<file path="src/rtl/tff_seq_ctrl_pkg.sv">
// Shared definitions for the tff access sequencer: FSM states, command opcodes
// and the phase decode applied at the end of a read window.
package tff_seq_ctrl_pkg;

  typedef enum logic [2:0] {
    ST_IDLE,
    ST_WRITE,
    ST_GAP,
    ST_READ,
    ST_DRAIN,
    ST_CLEAR,
    ST_RESP
  } state_t;

  localparam logic OP_WRITE = 1'b0;
  localparam logic OP_READ  = 1'b1;

  // The hit index includes the synchroniser latency, so it is removed here.
  // A miss reports the full ring length.
  function automatic int unsigned phase_value(input int unsigned hit_idx,
                                              input logic        hit,
                                              input int unsigned segs,
                                              input int unsigned stages);
    if (!hit)
      return segs;
    if (hit_idx < stages)
      return 0;
    return hit_idx - stages;
  endfunction

endpackage

</file>
<file path="src/rtl/tff_sync.sv">
// N-flop synchroniser with asynchronous reset for one asynchronous input bit.
module tff_sync #(
  parameter int unsigned SYNC_STAGES = 2
) (
  input  logic clk,
  input  logic rst,
  input  logic d,
  output logic q
);

  logic [SYNC_STAGES-1:0] sr;

  always_ff @(posedge clk or posedge rst) begin
    if (rst)
      sr <= '0;
    else
      sr <= {sr[SYNC_STAGES-2:0], d};
  end

  assign q = sr[SYNC_STAGES-1];

endmodule

</file>
<file path="src/rtl/tff_seq_ctrl.sv">
// Clocked sequencer in front of the asynchronous tff ring cell: turns commands
// into WE/RE/rstb pulses and decodes the read window into phase and carry.
module tff_seq_ctrl
  import tff_seq_ctrl_pkg::*;
#(
  parameter int unsigned RING_SEGS   = 59,
  parameter int unsigned CNT_W       = 6,
  parameter int unsigned SYNC_STAGES = 2
) (
  input  logic             clk,
  input  logic             rst,
  input  logic             cmd_valid,
  output logic             cmd_ready,
  input  logic             cmd_op,
  input  logic [CNT_W-1:0] cmd_len,
  output logic             rsp_valid,
  input  logic             rsp_ready,
  output logic [CNT_W-1:0] rsp_value,
  output logic             rsp_carry,
  output logic             tff_we,
  output logic             tff_re,
  output logic             tff_rstb,
  input  logic             tff_out,
  input  logic             tff_carry
);

  localparam int unsigned IDX_W = $clog2(RING_SEGS + SYNC_STAGES + 1);

  state_t           state, state_n;
  logic [CNT_W-1:0] len_cnt;
  logic [IDX_W-1:0] idx, hit_idx;
  logic             hit;
  logic             out_s, carry_s;
  logic             accept, observe;
  logic             we_d, re_d, rstb_d, ready_d, valid_d;

  tff_sync #(.SYNC_STAGES(SYNC_STAGES)) u_sync_out (
    .clk (clk),
    .rst (rst),
    .d   (tff_out),
    .q   (out_s)
  );

  tff_sync #(.SYNC_STAGES(SYNC_STAGES)) u_sync_carry (
    .clk (clk),
    .rst (rst),
    .d   (tff_carry),
    .q   (carry_s)
  );

  assign accept  = (state == ST_IDLE) && cmd_ready && cmd_valid;
  assign observe = (state == ST_READ) || (state == ST_DRAIN);

  always_ff @(posedge clk or posedge rst) begin
    if (rst)
      state <= ST_IDLE;
    else
      state <= state_n;
  end

  always_comb begin
    state_n = state;
    case (state)
      ST_IDLE:
        if (accept) begin
          if (cmd_op == OP_READ)
            state_n = ST_READ;
          else if (cmd_len != '0)
            state_n = ST_WRITE;
          else
            state_n = ST_GAP;
        end
      ST_WRITE: if (len_cnt == CNT_W'(1)) state_n = ST_GAP;
      ST_GAP:   state_n = ST_IDLE;
      ST_READ:  if (idx == IDX_W'(RING_SEGS - 1)) state_n = ST_DRAIN;
      ST_DRAIN: if (idx == IDX_W'(RING_SEGS + SYNC_STAGES - 1)) state_n = ST_CLEAR;
      ST_CLEAR: state_n = ST_RESP;
      ST_RESP:  if (rsp_ready) state_n = ST_IDLE;
      default:  state_n = ST_IDLE;
    endcase
  end

  // Outputs are decoded from the next state and registered so the async cell
  // only ever sees clean flop-driven pulses aligned with the state they belong to.
  always_comb begin
    we_d    = (state_n == ST_WRITE);
    re_d    = (state_n == ST_READ);
    rstb_d  = (state_n != ST_CLEAR);
    ready_d = (state_n == ST_IDLE);
    valid_d = (state_n == ST_RESP);
  end

  always_ff @(posedge clk or posedge rst) begin
    if (rst) begin
      tff_we    <= 1'b0;
      tff_re    <= 1'b0;
      tff_rstb  <= 1'b0;
      cmd_ready <= 1'b0;
      rsp_valid <= 1'b0;
    end else begin
      tff_we    <= we_d;
      tff_re    <= re_d;
      tff_rstb  <= rstb_d;
      cmd_ready <= ready_d;
      rsp_valid <= valid_d;
    end
  end

  always_ff @(posedge clk or posedge rst) begin
    if (rst) begin
      len_cnt   <= '0;
      idx       <= '0;
      hit_idx   <= '0;
      hit       <= 1'b0;
      rsp_carry <= 1'b0;
      rsp_value <= '0;
    end else begin
      if (accept)
        len_cnt <= cmd_len;
      else if (state == ST_WRITE)
        len_cnt <= len_cnt - CNT_W'(1);

      if (accept)
        idx <= '0;
      else if (observe)
        idx <= idx + IDX_W'(1);

      if (accept && cmd_op == OP_READ) begin
        hit       <= 1'b0;
        rsp_carry <= 1'b0;
      end else if (observe) begin
        if (out_s && !hit) begin
          hit     <= 1'b1;
          hit_idx <= idx;
        end
        if (carry_s)
          rsp_carry <= 1'b1;
      end

      if (state == ST_CLEAR)
        rsp_value <= CNT_W'(phase_value(32'(hit_idx), hit, RING_SEGS, SYNC_STAGES));
    end
  end

endmodule
</file>
<file path="config.mk">
export PLATFORM = sky130hd
export DESIGN_NAME = tff_seq_ctrl
export DESIGN_NICKNAME = d
export VERILOG_FILES = /design/src/rtl/tff_seq_ctrl_pkg.sv /design/src/rtl/tff_sync.sv /design/src/rtl/tff_seq_ctrl.sv
export SDC_FILE = /design/constraint.sdc
export NUM_CORES = 1
export LEC_CHECK = 0
export CAP_MARGIN = 20
export CORE_MARGIN = 1.5
export CORE_UTILIZATION = 54
export DETAILED_ROUTE_END_ITERATION = 7
export GPL_TIMING_DRIVEN = 0
export PLACE_DENSITY = 0.79
export SLEW_MARGIN = 25
export SYNTH_ARGS = -nofsm -noshare
export SYNTH_HDL_FRONTEND = slang
export SYNTH_SLANG_ARGS = --single-unit
export TNS_END_PERCENT = 50
</file>
<file path="constraint.sdc">
create_clock -name clk -period 2.3 [get_ports clk]
set_clock_uncertainty 0.05 [all_clocks]
set_input_delay 0.46 -clock clk [delete_from_list [all_inputs] [get_ports clk]]
set_output_delay 0.46 -clock clk [all_outputs]
set_load 0.02 [all_outputs]
</file>
After elaboration in Yosys (flattened, before gate mapping)
Cells that the tools add are included.
- flip-flop bits (word level): 38
- output and inout bits: 12
- add/sub/neg operators: 3
- magnitude comparators: 1
- equality and inequality tests: 12
- muxes and demuxes: 27
- bitwise gates (word level): 1
- reductions and logical operators: 17
- operators with widths (kind ; count):
    6-bit 2-to-1 mux ; 8
    3-bit case mux with 6 select lines ; 1
    3-bit 2-to-1 mux ; 5
    3-bit == test, second input constant ; 4
    6-bit == test, second input constant ; 2
    1-bit 2-to-1 mux ; 11
    2-bit nonzero test ; 5
    6-bit by 1-bit adder with 6-bit output, second input constant ; 1
    3-bit by 1-bit == test with 1-bit output, second input constant ; 2
    3-bit by 2-bit == test with 1-bit output, second input constant ; 2
    6-bit by 1-bit == test with 1-bit output, second input constant ; 1
    3-bit zero test ; 2
    6-bit by 2-bit < comparator with 1-bit output, second input constant ; 1
    6-bit nonzero test ; 1
    6-bit by 1-bit subtractor with 6-bit output, second input constant ; 1
    6-bit by 2-bit subtractor with 6-bit output, second input constant ; 1
    1-bit logical AND ; 4
    2-bit 2-to-1 mux ; 2
    2-bit AND reduction ; 2
    3-bit != test, second input constant ; 1
    3-bit AND reduction ; 1
    1-bit zero test ; 1
    1-bit logical OR ; 1
    1-bit inverter ; 1

Depth between registers and ports, before layout
Gate-level depths: netlist (run 1).
- depth after elaboration: 6
- mapped depth: 6
- gate-level depth less buffers: 6

Cells and area by module
A second synthesis (run 1) with hierarchy kept.
- cells, all modules: 176
- area, all modules: 1889.3 µm²
- modules (own cells, without submodules) (module ; times used ; cells an instance ; area each (µm²) ; sequential area each (µm²)):
    tff_seq_ctrl ; 1 ; 170 ; 1781.7 ; 850.8
    tff_sync ; 2 ; 3 ; 53.8 ; 50.0

Least setup slack after synthesis (run 1)
Ideal clock, no wire load.
- path type: register to register
- start: register len_cnt[3]
- end: register cmd_ready
- setup time: 0.120 ns
- data arrival time: 1.535 ns
- slack: 0.595 ns
- cell stages (with the launch flop): 5
- cells stage by stage: dfrtp_1 or2_1 or4b_4 a22oi_2 and3b_1
- cells in the longest elaborated chain, start to end: 4
- ends and longest elaborated chain (element ; line ; RTL):
    start: declaration ; tff_seq_ctrl.sv:30 ; logic [CNT_W-1:0] len_cnt;
    start signal: assignment ; tff_seq_ctrl.sv:119 ; len_cnt <= cmd_len;
    start signal: assignment ; tff_seq_ctrl.sv:121 ; len_cnt <= len_cnt - CNT_W'(1);
    6-bit by 1-bit == test with 1-bit output ; tff_seq_ctrl.sv:73 ; ST_WRITE: if (len_cnt == CNT_W'(1)) state_n = ST_GAP;
    3-bit 2-to-1 mux ; tff_seq_ctrl.sv:73 ;
    3-bit case mux with 6 select lines ; tff_seq_ctrl.sv:63 ; case (state)
    3-bit zero test ; tff_seq_ctrl.sv:89 ; ready_d = (state_n == ST_IDLE);
    net ready_d ; tff_seq_ctrl.sv:35 ; logic we_d, re_d, rstb_d, ready_d, valid_d;
    end signal: assignment ; tff_seq_ctrl.sv:104 ; cmd_ready <= ready_d;
    end: declaration ; tff_seq_ctrl.sv:13 ; output logic cmd_ready,
The timed path passes the listed nets, and every way through them passes these cells.
A chain may end at the register's enable or synchronous reset.

Final worst setup path (run 1)
- start: register state[1]
- end: register hit_idx[3]
- cells in the longest elaborated chain, start to end: 6
- elaborated cells between the ends (all ways): 9
- ends and longest elaborated chain (element ; line ; RTL):
    start: declaration ; tff_seq_ctrl.sv:29 ; state_t state, state_n;
    start signal: assignment ; tff_seq_ctrl.sv:58 ; state <= state_n;
    3-bit zero test ; tff_seq_ctrl.sv:51 ; assign accept = (state == ST_IDLE) && cmd_ready && cmd_valid;
    1-bit logical AND (2 in a row) ; tff_seq_ctrl.sv:51 ;
    1-bit logical AND ; tff_seq_ctrl.sv:128 ; if (accept && cmd_op == OP_READ) begin
    1-bit inverter (no source line) ; -- ;
    3-bit AND reduction (no source line) * ; -- ;
    end signal: assignment ; tff_seq_ctrl.sv:134 ; hit_idx <= idx;
    end: declaration ; tff_seq_ctrl.sv:31 ; logic [IDX_W-1:0] idx, hit_idx;
Mark *: on every way between the ends. The rest lies on a longest branch, timed or not.

==> results of run 1 <==
[state kept, by name (all words and copies together) (netlist names)]
register	count
rsp_valid	1
u_sync_carry.sr	2
idx	6
rsp_carry	1
hit	1
len_cnt	6
u_sync_out.sr	2
tff_re	1
hit_idx	6
tff_rstb	1
cmd_ready	1
rsp_value	6
state	3
tff_we	1
[where the power goes]
part / internal, uW / total [uW] / leakage [uW] / switching, uW
registers: 898 / 1090 / 0.000466 / 194
clock network: 147 / 368 / 0.0000343 / 222
logic: 586 / 1250 / 0.000465 / 661
[synth_stat cells (all sizes together) (5+ instances only)]
master / count
nor3: 5
nor2: 15
inv: 11
nand2: 14
ha: 6
a21oi: 9
o211ai: 5
dfrtp: 38
mux2: 5
[cell families (layout without fill, tap and decap cells)]
| logic type | count (synthesis) | after routing |
|---|---|---|
| simple gates | 59 | 59 |
| flops | 38 | 38 |
| compound gates | 37 | 37 |
| buf+inv | 18 | 50 |
| mux | 8 | 8 |
| xor+xnor | 7 | 7 |
| fa+ha+maj | 6 | 6 |
[final cells by class]
class                      instances  area [um2]  area share [%]
clock buffer                       6       51.30           2.296
tap                               46       57.56           2.576
clock inverter                     2       12.51          0.5599
timing repair buffer              24       240.2           10.75
buffer                             6       31.28           1.400
sequential                        38       950.9           42.55
multi-input combinational        117       845.8           37.85
inverter                          12       45.04           2.016
[through the flow]
stage          util (%)  cells
2_1_floorplan         -    173
3_3_place_gp      65.05    243
3_5_place_dp      65.05    243
4_1_cts           66.97    251
5_1_grt           66.97    251
6_report          66.97    251
[per-layer routing]
layer,up-vias,track usage [%]
met3,7,4.555
met5,-,0
met2,32,33.53
met4,0,10.03
li1,682,-
met1,691,26.06
[how the worst max path moves through the flow]
| stage | from | to | slack [ps] | depth (start not counted) |
|---|---|---|---|---|
| after floorplan | len_cnt[3] | cmd_ready | 600 | 4 |
| after global placement | rst | idx[2] | 170 | 2 |
| after detailed placement | cmd_valid | tff_we | 190 | 5 |
| after CTS | rsp_carry | rsp_carry | 440 | 1 |
| after global routing | state[1] | hit_idx[3] | 340 | 5 |
| final | state[1] | hit_idx[3] | 450 | 4 |
==> qor.txt, run 1 <==
FINISH
--------------------------------------------------------------------------------------
Filler cells ............................................................          266
Summed area of non-filler cells in the final layout .....................     2235 um2
Count of nets after finishing ...........................................          223
ANT cells ...............................................................            0
Leading cell type in the layout, fill and taps excluded ................. sky130_fd_sc_hd__dfrtp_1
Layout cells sized above 1 ..............................................       12.20%
Area growth from synthesis to layout ....................................       19.31%
Top library cells by usage in the layout, fill and taps aside ........... 38 x sky130_fd_sc_hd__dfrtp_1, 24 x sky130_fd_sc_hd__clkdlybuf4s50_1, 15 x sky130_fd_sc_hd__nor2_1

GRT
--------------------------------------------------------------------------------------
Aggregate global routing overflow .......................................            0
Vias in the first global route ..........................................         1293
Wire length of the first global-routing pass ............................      5706 um
Antenna violations before repair ........................................            0
Overall track demand over capacity in global routing ....................       20.63%
Largest net degree at the start of global routing .......................           39

WORST SETUP PATH
--------------------------------------------------------------------------------------
Worst-path cell with the longest stage delay ............................ sky130_fd_sc_hd__dfrtp_1
Req. time, crit path ....................................................      2490 ps
CP cell instances ....................................................... or3b_1, nand2_1, nand3_2, mux2_1
Worst path arrival time .................................................      2040 ps
Crit. End Element .......................................................     register
Category of the critical setup timing path ..............................   reg -> reg
Largest stage delay on the critical path ................................       440 ps
Cell family contributing the most delay on the critical path ............ simple AND/OR/NAND/NOR gates
Source of the worst register-to-register timing path ....................     state[1]
Highest net fanout along the worst path .................................            6
FF-to-FF setup slack ....................................................       450 ps
Cells on worst reg2reg path .............................................            4
RR Endpoint .............................................................   hit_idx[3]
Count of buffering cells on the critical path with inverters included ...            0
Startpoint Class ........................................................     register

CTS
--------------------------------------------------------------------------------------
Number of buffers created by CTS ........................................            5
Clock slew at the register clock pins of the worst setup and hold paths .       110 ps
H-tree levels ...........................................................            2
Total of cells resized after clock tree synthesis .......................            0
Hold buffer count at cts ................................................            0
Clock Tree Buf Depth ....................................................            2
Clock tree from TritonCTS ...............................................         done
Buffer type at the clock tree root ...................................... sky130_fd_sc_hd__clkbuf_4
Clock sink count ........................................................           38
Post CTS Setup Buffer Count .............................................            0
Worst skew pair latency .................................................       350 ps

WORST HOLD PATH
--------------------------------------------------------------------------------------
Hold Startpoint ......................................................... u_sync_carry.sr[0]
Endpoint of the worst hold path ......................................... u_sync_carry.sr[1]
Worst hold path depth ...................................................            0
Worst min path class ....................................................   reg -> reg

POWER AND IR DROP
--------------------------------------------------------------------------------------
Static Leak ............................................................. 0.0009651 uW
Maximum ir drop on the vdd rail .........................................  0.0005283 V
Power per cell area .....................................................  1212 nW/um2
Total power of the final layout .........................................      2708 uW

TIMING
--------------------------------------------------------------------------------------
Post-route fraction of the period consumed by the critical path .........       80.50%
Final number of max-transition violations ...............................            0
Hold_ws .................................................................     313.5 ps
Setup violation total in the final timing report ........................            0
Setup repair after global routing missed its margin .....................           no
Setup Total Neg Slack ...................................................         0 ps
F_max ...................................................................    540.1 MHz
Worst setup margin ......................................................     448.4 ps
Transition time at the pin with the least slew margin ...................     758.4 ps
Rel. slew slack .........................................................       49.37%
Final hold violations ...................................................            0
Minimum period implied by the final worst setup slack ...................      1852 ps

ROUTE
--------------------------------------------------------------------------------------
Routed wire length ......................................................      3543 um
Amount of wire on met3 after detailed routing ...........................       122 um
Met2 WL post-DR .........................................................      1777 um
Via-to-Cell Ratio .......................................................        5.625
DRC violations left .....................................................            0
DRC marker count from the first detailed-route iteration ................           72
Drt pass-1 iters ........................................................            4
Antenna Violating Nets Remaining ........................................            0
DR vias .................................................................         1412
Detailed-routing wirelength on met1 .....................................      1581 um
Top metal layer carrying routed signals .................................         met4
Routed WL per cell ......................................................     14.12 um

SYNTH
--------------------------------------------------------------------------------------
Async S/R FF share, synth ...............................................       100.0%
Adder-cell area share of the yosys netlist ..............................       4.008%
Total nets after synthesis ..............................................          192
Dominant combinational cell family by area after synthesis .............. simple AND/OR/NAND/NOR gates
Xor and xnor area share after synthesis .................................       3.273%
Count of cell types in the netlist ......................................           51
Synthesis Warnings ......................................................            0
Mux share of post-synthesis cell area ...................................       4.609%
Yosys top cell by area .................................................. sky130_fd_sc_hd__dfrtp_1
Part of the Yosys area used for sequential elements .....................       50.77%
Avg Synthesized Cell Area ...............................................    10.83 um2
Cells after synthesis ...................................................          173
Number of enable flip-flop cells after synthesis ........................            0
Fraction of synthesized cell area taken by the top area cell type .......       50.77%
Dominant cells by area after synthesis .................................. sky130_fd_sc_hd__dfrtp_1 51%, sky130_fd_sc_hd__ha_1 4.0%, sky130_fd_sc_hd__nor2_1 3.0%
Simple-Gate Fraction of Synth Area ......................................       18.57%
Synth Flop Type ......................................................... sky130_fd_sc_hd__dfrtp_1
Compound-gate portion of the synthesized area ...........................       14.70%
Post-synthesis register bit count .......................................           38
Mapped Area .............................................................     1873 um2

PLACED DESIGN
--------------------------------------------------------------------------------------
Routability congestion estimate .........................................       0.8461
Post-place setup slack ..................................................     192.1 ps
Cell area after placement ...............................................     2171 um2
Port Buffers ............................................................           24
DPL Wire Length .........................................................      2639 um

FLOORPLANNING
--------------------------------------------------------------------------------------
Horizontal die dimension ................................................     61.90 um
Total Die Area ..........................................................     3831 um2
Number of ports placed on the die boundary ..............................           25
Core footprint ..........................................................     3337 um2
# rows ..................................................................           21
Initial cell density of the core ........................................       56.13%
Die boundary height .....................................................     61.90 um

STATUS
--------------------------------------------------------------------------------------
Outcome .................................................................    completed

JOB
--------------------------------------------------------------------------------------
Max-cap viol count ......................................................            0

(Power assumes the default switching activity.)
==> run 2: changes to the inputs <==
Settings changed: CORE_UTILIZATION 54 to 49, PLACE_DENSITY 0.79 to 0.75.
Clock period 2.3 ns to 1.6 ns, I/O delays scaled along.
==> qor.txt, run 2 (synthesis gave the netlist of run 1 again) <==
PLACED DESIGN
--------------------------------------------------------------------------------------
Routability congestion estimate .........................................       0.8971   was 0.8461
Post-place setup slack ..................................................    -314.0 ps   was 192.1 ps
DPL Wire Length .........................................................      2588 um   was 2639 um
Port Buffers ............................................................           24   unchanged

WORST SETUP PATH
--------------------------------------------------------------------------------------
Crit. End Element .......................................................     register   unchanged
Category of the critical setup timing path ..............................   reg -> reg   unchanged
Largest stage delay on the critical path ................................       450 ps   was 440 ps
Worst path arrival time .................................................      1910 ps   was 2040 ps
Highest net fanout along the worst path .................................            6   unchanged
Startpoint Class ........................................................     register   unchanged
Worst-path cell with the longest stage delay ............................ sky130_fd_sc_hd__dfrtp_2   was sky130_fd_sc_hd__dfrtp_1
Count of buffering cells on the critical path with inverters included ...            0   unchanged
Cell repeated most along the worst path ................................. sky130_fd_sc_hd__or3b_4
CP cell instances ....................................................... or3b_4, or3b_4, o211ai_1, o311ai_1   was or3b_1, nand2_1, nand3_2, mux2_1
Cell family contributing the most delay on the critical path ............ simple AND/OR/NAND/NOR gates   unchanged
Req. time, crit path ....................................................      1710 ps   was 2490 ps

TIMING
--------------------------------------------------------------------------------------
Hold_ws .................................................................     309.1 ps   was 313.5 ps
Setup violation total in the final timing report ........................           18   was 0
Setup repair after global routing missed its margin .....................          yes   was no
Final hold violations ...................................................            0   unchanged
Minimum period implied by the final worst setup slack ...................      1803 ps   was 1852 ps
Post-route fraction of the period consumed by the critical path .........       112.7%   was 80.50%
Transition time at the pin with the least slew margin ...................     762.4 ps   was 758.4 ps
Final number of max-transition violations ...............................            0   unchanged
F_max ...................................................................    554.6 MHz   was 540.1 MHz
Rel. slew slack .........................................................       49.10%   was 49.37%
Worst setup margin ......................................................    -203.0 ps   was 448.4 ps

FINISH
--------------------------------------------------------------------------------------
ANT cells ...............................................................            0   unchanged
End-of-flow core utilization ............................................       68.56%   was 66.97%
Top library cells by usage in the layout, fill and taps aside ........... 37 x sky130_fd_sc_hd__dfrtp_1, 17 x sky130_fd_sc_hd__buf_4, 14 x sky130_fd_sc_hd__nor2_1   was 38 x sky130_fd_sc_hd__dfrtp_1, 24 x sky130_fd_sc_hd__clkdlybuf4s50_1, 15 x sky130_fd_sc_hd__nor2_1
Filler cells ............................................................          263   was 266
Count of nets after finishing ...........................................          240   was 223
Area growth from synthesis to layout ....................................       34.00%   was 19.31%
Leading cell type in the layout, fill and taps excluded ................. sky130_fd_sc_hd__dfrtp_1   unchanged
Layout cells sized above 1 ..............................................       30.32%   was 12.20%

CTS
--------------------------------------------------------------------------------------
Clock Tree Buf Depth ....................................................            2   unchanged
H-tree levels ...........................................................            2   unchanged
Clock tree from TritonCTS ...............................................         done   unchanged
Worst skew pair latency .................................................       290 ps   was 350 ps
Buffer type at the clock tree root ...................................... sky130_fd_sc_hd__clkbuf_8   was sky130_fd_sc_hd__clkbuf_4
Clock sink count ........................................................           38   unchanged
Number of buffers created by CTS ........................................            5   unchanged
Hold buffer count at cts ................................................            0   unchanged
Clock slew at the register clock pins of the worst setup and hold paths .        70 ps   was 110 ps

FLOORPLANNING
--------------------------------------------------------------------------------------
Number of ports placed on the die boundary ..............................           25   unchanged
Horizontal die dimension ................................................     64.83 um   was 61.90 um
Total Die Area ..........................................................     4202 um2   was 3831 um2
Core footprint ..........................................................     3661 um2   was 3337 um2
# rows ..................................................................           22   was 21
Die boundary height .....................................................     64.83 um   was 61.90 um
Initial cell density of the core ........................................       51.16%   was 56.13%

ROUTE
--------------------------------------------------------------------------------------
Amount of wire on met3 after detailed routing ...........................       127 um   was 122 um
DR vias .................................................................         1461   was 1412
Met2 WL post-DR .........................................................      2032 um   was 1777 um
DRC violations left .....................................................            0   unchanged
Via-to-Cell Ratio .......................................................        5.431   was 5.625
Antenna Violating Nets Remaining ........................................            0   unchanged
DRC marker count from the first detailed-route iteration ................           71   was 72
Detailed-routing wirelength on met1 .....................................      1744 um   was 1581 um
Drt pass-1 iters ........................................................            4   unchanged
Routed wire length ......................................................      3962 um   was 3543 um
Top metal layer carrying routed signals .................................         met4   unchanged
Routed WL per cell ......................................................     14.73 um   was 14.12 um

GRT
--------------------------------------------------------------------------------------
Aggregate global routing overflow .......................................            0   unchanged
Overall track demand over capacity in global routing ....................       20.68%   was 20.63%
Vias in the first global route ..........................................         1429   was 1293
Wire length of the first global-routing pass ............................      6589 um   was 5706 um
Largest net degree at the start of global routing .......................           39   unchanged
Antenna violations before repair ........................................            0   unchanged

STATUS
--------------------------------------------------------------------------------------
Violated checks ......................................................... setup timing
Outcome ................................................................. complete, but fails checks   was completed

JOB
--------------------------------------------------------------------------------------
Max-cap viol count ......................................................            0   unchanged

POWER AND IR DROP
--------------------------------------------------------------------------------------
Switching Fraction ......................................................       39.03%   was 39.76%
Logic gate share of total power .........................................        50.7%   was 46.1%
Clock Power Share .......................................................        13.6%   about the same
Power per cell area .....................................................  1778 nW/um2   was 1212 nW/um2
Static Leak .............................................................  0.001145 uW   was 0.0009651 uW
Cell-internal power .....................................................      2721 uW   was 1631 uW
Switch Pwr ..............................................................      1742 uW   was 1077 uW
Sequential share of power ...............................................        35.8%   was 40.3%
Maximum ir drop on the vdd rail .........................................  0.0009851 V   was 0.0005283 V
Total power of the final layout .........................................      4463 uW   was 2708 uW

WORST HOLD PATH
--------------------------------------------------------------------------------------
Worst min path class ....................................................   reg -> reg   unchanged

run 2: final timing paths:
kind                                    startpoint                 end  slack [ps]  cells after the start
worst max-delay path                      state[1]          len_cnt[4]        -200                      4
worst min-delay path            u_sync_carry.sr[0]  u_sync_carry.sr[1]         310                      0
worst max register to register            state[1]          len_cnt[4]        -200                      4
worst min register to register  u_sync_carry.sr[0]  u_sync_carry.sr[1]         310                      0
max in group asynchronous                      rst            state[1]         530                      2
min in group asynchronous                      rst                 hit         440                      2
run 2: routing by layer:
layer  GRT usage (%)  up-vias
li1                -      716
met1           25.74      713
met2           33.12       26
met3           5.729        6
met4           10.11        0
met5               0        -
run 2: worst reg2reg max path, cell delays in order, from the launching register on:
cell	delay, ps
sky130_fd_sc_hd__dfrtp_2	450
sky130_fd_sc_hd__or3b_4	430
sky130_fd_sc_hd__or3b_4	400
sky130_fd_sc_hd__o211ai_1	210
sky130_fd_sc_hd__o311ai_1	130
run 2: layout make-up:
cell class	instances	area (um2)	area share [%]
plain buffers	6	47.55	1.894
clock buffers	5	68.82	2.742
clock inverters	2	10.01	0.3988
inverters	12	45.04	1.795
multi-input cells	117	954.7	38.04
flip-flops and latches	38	952.2	37.94
well taps	48	60.06	2.393
repair buffers	41	371.6	14.81
run 2: metrics by stage:
step / area [um2] / std cells / TNS [ps]
after floorplan: 1884 / 173 / -182.8
after global placement: 2185 / 245 / -19890
after detailed placement: 2185 / 245 / -5206
after CTS: 2349 / 260 / -1369
after global routing: 2510 / 269 / -3318
final: 2510 / 269 / -1872
run 2: what timing repair did:
action | 4_1_cts | 5_1_grt
resized for setup | 16 | 28
pin swaps | 3 | 6
setup endpoints to repair | 36 | 25
setup buffers | 8 | 9
run 2: power by group through the flow:
| stage | combinational, uW | sequential (uW) | clock, uW |
|---|---|---|---|
| finish | 2260 | 1600 | 605 |
| floorplan | 1200 | 1660 | 0 |
| detailed placement | 1810 | 1590 | 0 |
| CTS | 2030 | 1570 | 619 |
| global placement | 1760 | 1570 | 0 |
| global route | 2480 | 1650 | 672 |
==> run 3: changes to the inputs <==
==> constraint.sdc (replaced) <==
create_clock -name clk -period 1.6 [get_ports clk]
set_clock_uncertainty 0.05 [all_clocks]
set_input_delay 0.24 -clock clk [delete_from_list [all_inputs] [get_ports clk]]
set_output_delay 0.24 -clock clk [all_outputs]
set_load 0.02 [all_outputs]
==> qor.txt, run 3 (synthesis gave the netlist of run 1 again) <==
STATUS
--------------------------------------------------------------------------------------
Outcome ................................................................. complete, but fails checks   unchanged
Violated checks ......................................................... setup timing   unchanged

FLOORPLANNING
--------------------------------------------------------------------------------------
Total Die Area ..........................................................     4202 um2   unchanged
Initial cell density of the core ........................................       51.16%   unchanged
# rows ..................................................................           22   unchanged
Core footprint ..........................................................     3661 um2   unchanged
Die boundary height .....................................................     64.83 um   unchanged
Number of ports placed on the die boundary ..............................           25   unchanged
Horizontal die dimension ................................................     64.83 um   unchanged

FINISH
--------------------------------------------------------------------------------------
Top library cells by usage in the layout, fill and taps aside ........... 38 x sky130_fd_sc_hd__dfrtp_1, 24 x sky130_fd_sc_hd__clkdlybuf4s50_1, 15 x sky130_fd_sc_hd__buf_4   was 37 x sky130_fd_sc_hd__dfrtp_1, 17 x sky130_fd_sc_hd__buf_4, 14 x sky130_fd_sc_hd__nor2_1
Area growth from synthesis to layout ....................................       29.73%   was 34.00%
Leading cell type in the layout, fill and taps excluded ................. sky130_fd_sc_hd__dfrtp_1   unchanged
Count of nets after finishing ...........................................          236   was 240
Post-route insts no fill ................................................          265   was 269
Layout cells sized above 1 ..............................................       25.35%   was 30.32%
Filler cells ............................................................          274   was 263
ANT cells ...............................................................            0   unchanged

CTS
--------------------------------------------------------------------------------------
H-tree levels ...........................................................            2   unchanged
Hold buffer count at cts ................................................            0   unchanged
Clock tree from TritonCTS ...............................................         done   unchanged
Clock slew at the register clock pins of the worst setup and hold paths .        70 ps   about the same
Number of buffers created by CTS ........................................            5   unchanged
Clock sink count ........................................................           38   unchanged
Worst skew pair latency .................................................       290 ps   about the same
Clock Tree Buf Depth ....................................................            2   unchanged
Buffer type at the clock tree root ...................................... sky130_fd_sc_hd__clkbuf_8   unchanged

ROUTE
--------------------------------------------------------------------------------------
Drt pass-1 iters ........................................................            4   unchanged
DRC marker count from the first detailed-route iteration ................           65   was 71
Routed WL per cell ......................................................     14.48 um   was 14.73 um
Routed wire length ......................................................      3837 um   was 3962 um
Antenna Violating Nets Remaining ........................................            0   unchanged
Via-to-Cell Ratio .......................................................        5.498   was 5.431
DRC violations left .....................................................            0   unchanged
DR vias .................................................................         1457   was 1461

WORST SETUP PATH
--------------------------------------------------------------------------------------
Largest stage delay on the critical path ................................       440 ps   was 450 ps
Cell family contributing the most delay on the critical path ............ simple AND/OR/NAND/NOR gates   unchanged
Worst-path cell with the longest stage delay ............................ sky130_fd_sc_hd__dfrtp_1   was sky130_fd_sc_hd__dfrtp_2
CP cell instances ....................................................... or3b_4, or3b_4, o211ai_1, o311ai_1   unchanged
Worst path arrival time .................................................      1910 ps   about the same
Req. time, crit path ....................................................      1710 ps   about the same
FF-to-FF setup slack ....................................................      -200 ps   about the same
Startpoint Class ........................................................     register   unchanged
Cell repeated most along the worst path ................................. sky130_fd_sc_hd__or3b_4   unchanged
Highest net fanout along the worst path .................................            6   unchanged
Category of the critical setup timing path ..............................   reg -> reg   unchanged
Crit. End Element .......................................................     register   unchanged
Count of buffering cells on the critical path with inverters included ...            0   unchanged

TIMING
--------------------------------------------------------------------------------------
Hold_ws .................................................................     308.9 ps   was 309.1 ps
Minimum period implied by the final worst setup slack ...................      1798 ps   was 1803 ps
Worst setup margin ......................................................    -197.6 ps   was -203.0 ps
Final number of max-transition violations ...............................            0   unchanged
Transition time at the pin with the least slew margin ...................     762.3 ps   was 762.4 ps
F_max ...................................................................    556.3 MHz   was 554.6 MHz
Post-route fraction of the period consumed by the critical path .........       112.3%   was 112.7%
Rel. slew slack .........................................................       49.11%   was 49.10%
Setup violation total in the final timing report ........................           12   was 18
Setup repair after global routing missed its margin .....................          yes   unchanged
Final hold violations ...................................................            0   unchanged

WORST HOLD PATH
--------------------------------------------------------------------------------------
Worst min path class ....................................................   reg -> reg   unchanged

JOB
--------------------------------------------------------------------------------------
Max-cap viol count ......................................................            0   unchanged

POWER AND IR DROP
--------------------------------------------------------------------------------------
Total power of the final layout .........................................      4416 uW   was 4463 uW
Static Leak .............................................................  0.001059 uW   was 0.001145 uW
Power per cell area .....................................................  1818 nW/um2   was 1778 nW/um2
Maximum ir drop on the vdd rail .........................................  0.0009918 V   was 0.0009851 V

GRT
--------------------------------------------------------------------------------------
Overall track demand over capacity in global routing ....................       20.68%   unchanged
Vias in the first global route ..........................................         1426   was 1429
Aggregate global routing overflow .......................................            0   unchanged
Wire length of the first global-routing pass ............................      6589 um   unchanged
Antenna violations before repair ........................................            0   unchanged
Largest net degree at the start of global routing .......................           39   unchanged

PLACED DESIGN
--------------------------------------------------------------------------------------
Number of placed cells counting well taps ...............................          245   unchanged
Routability congestion estimate .........................................       0.8971   unchanged
Port Buffers ............................................................           24   unchanged
Post-place setup slack ..................................................    -234.0 ps   was -314.0 ps
DPL Wire Length .........................................................      2588 um   unchanged

==> run 3: power by group <==
group / internal (uW) / switching [uW] / leakage (uW)
clock: 292 / 310 / 0.0000438
sequential: 1290 / 298 / 0.000466
combinational: 1130 / 1090 / 0.000549
total: 2710 / 1700 / 0.00106
==> run 3: cell type report <==
class / instances / area [um2] / area share [%]
Timing Repair Buffer: 37 / 337.8 / 13.90
Multi-Input combinational cell: 117 / 919.6 / 37.85
Inverter: 12 / 45.04 / 1.854
Clock buffer: 5 / 68.82 / 2.832
Clock inverter: 2 / 10.01 / 0.4119
Tap cell: 48 / 60.06 / 2.472
Buffer: 6 / 37.54 / 1.545
Sequential cell: 38 / 950.9 / 39.13
==> run 3: through the flow <==
stage	setup TNS, ps	instance area, um2	utilization (%)
final	-1519	2430	66.37
after global routing	-2600	2430	66.37
after CTS	-1369	2359	64.42
after detailed placement	-3817	2185	59.67
after global placement	-15470	2185	59.67
after floorplan	-182.8	1884	-
==> run 3: path summary, 6_finish.rpt <==
| kind | endpoint | cells after the start | start |
|---|---|---|---|
| min reg2reg | u_sync_out.sr[1] | 0 | u_sync_out.sr[0] |
| min in group asynchronous | len_cnt[0] | 2 | rst |
| max | len_cnt[4] | 4 | state[1] |
| max in group asynchronous | rsp_carry | 2 | rst |
| min | u_sync_out.sr[1] | 0 | u_sync_out.sr[0] |
| max reg2reg | len_cnt[4] | 4 | state[1] |
==> run 3: timing repair <==
| item | 4_1_cts | 5_1_grt |
|---|---|---|
| resized for setup | 8 | 10 |
| hold endpoints to repair | 0 | 0 |
| gates cloned | 0 | 0 |
| setup endpoints to repair | 28 | 21 |
| pin swaps | 3 | 5 |
| setup buffers | 8 | 5 |
==> run 3: metal layers <==
metal | track usage, % | up-vias | wire, um
met1 | 25.74 | 697 | 1692
met3 | 5.729 | 12 | 173
met5 | 0 | - | 0
li1 | - | 705 | -
met2 | 33.12 | 43 | 1874
met4 | 10.11 | 0 | 96
==> run 3: worst register-to-register path, cell delays in order (launching register included) <==
cell and delay (ps):
sky130_fd_sc_hd__dfrtp_1 440, sky130_fd_sc_hd__or3b_4 430, sky130_fd_sc_hd__or3b_4 400, sky130_fd_sc_hd__o211ai_1 210, sky130_fd_sc_hd__o311ai_1 130
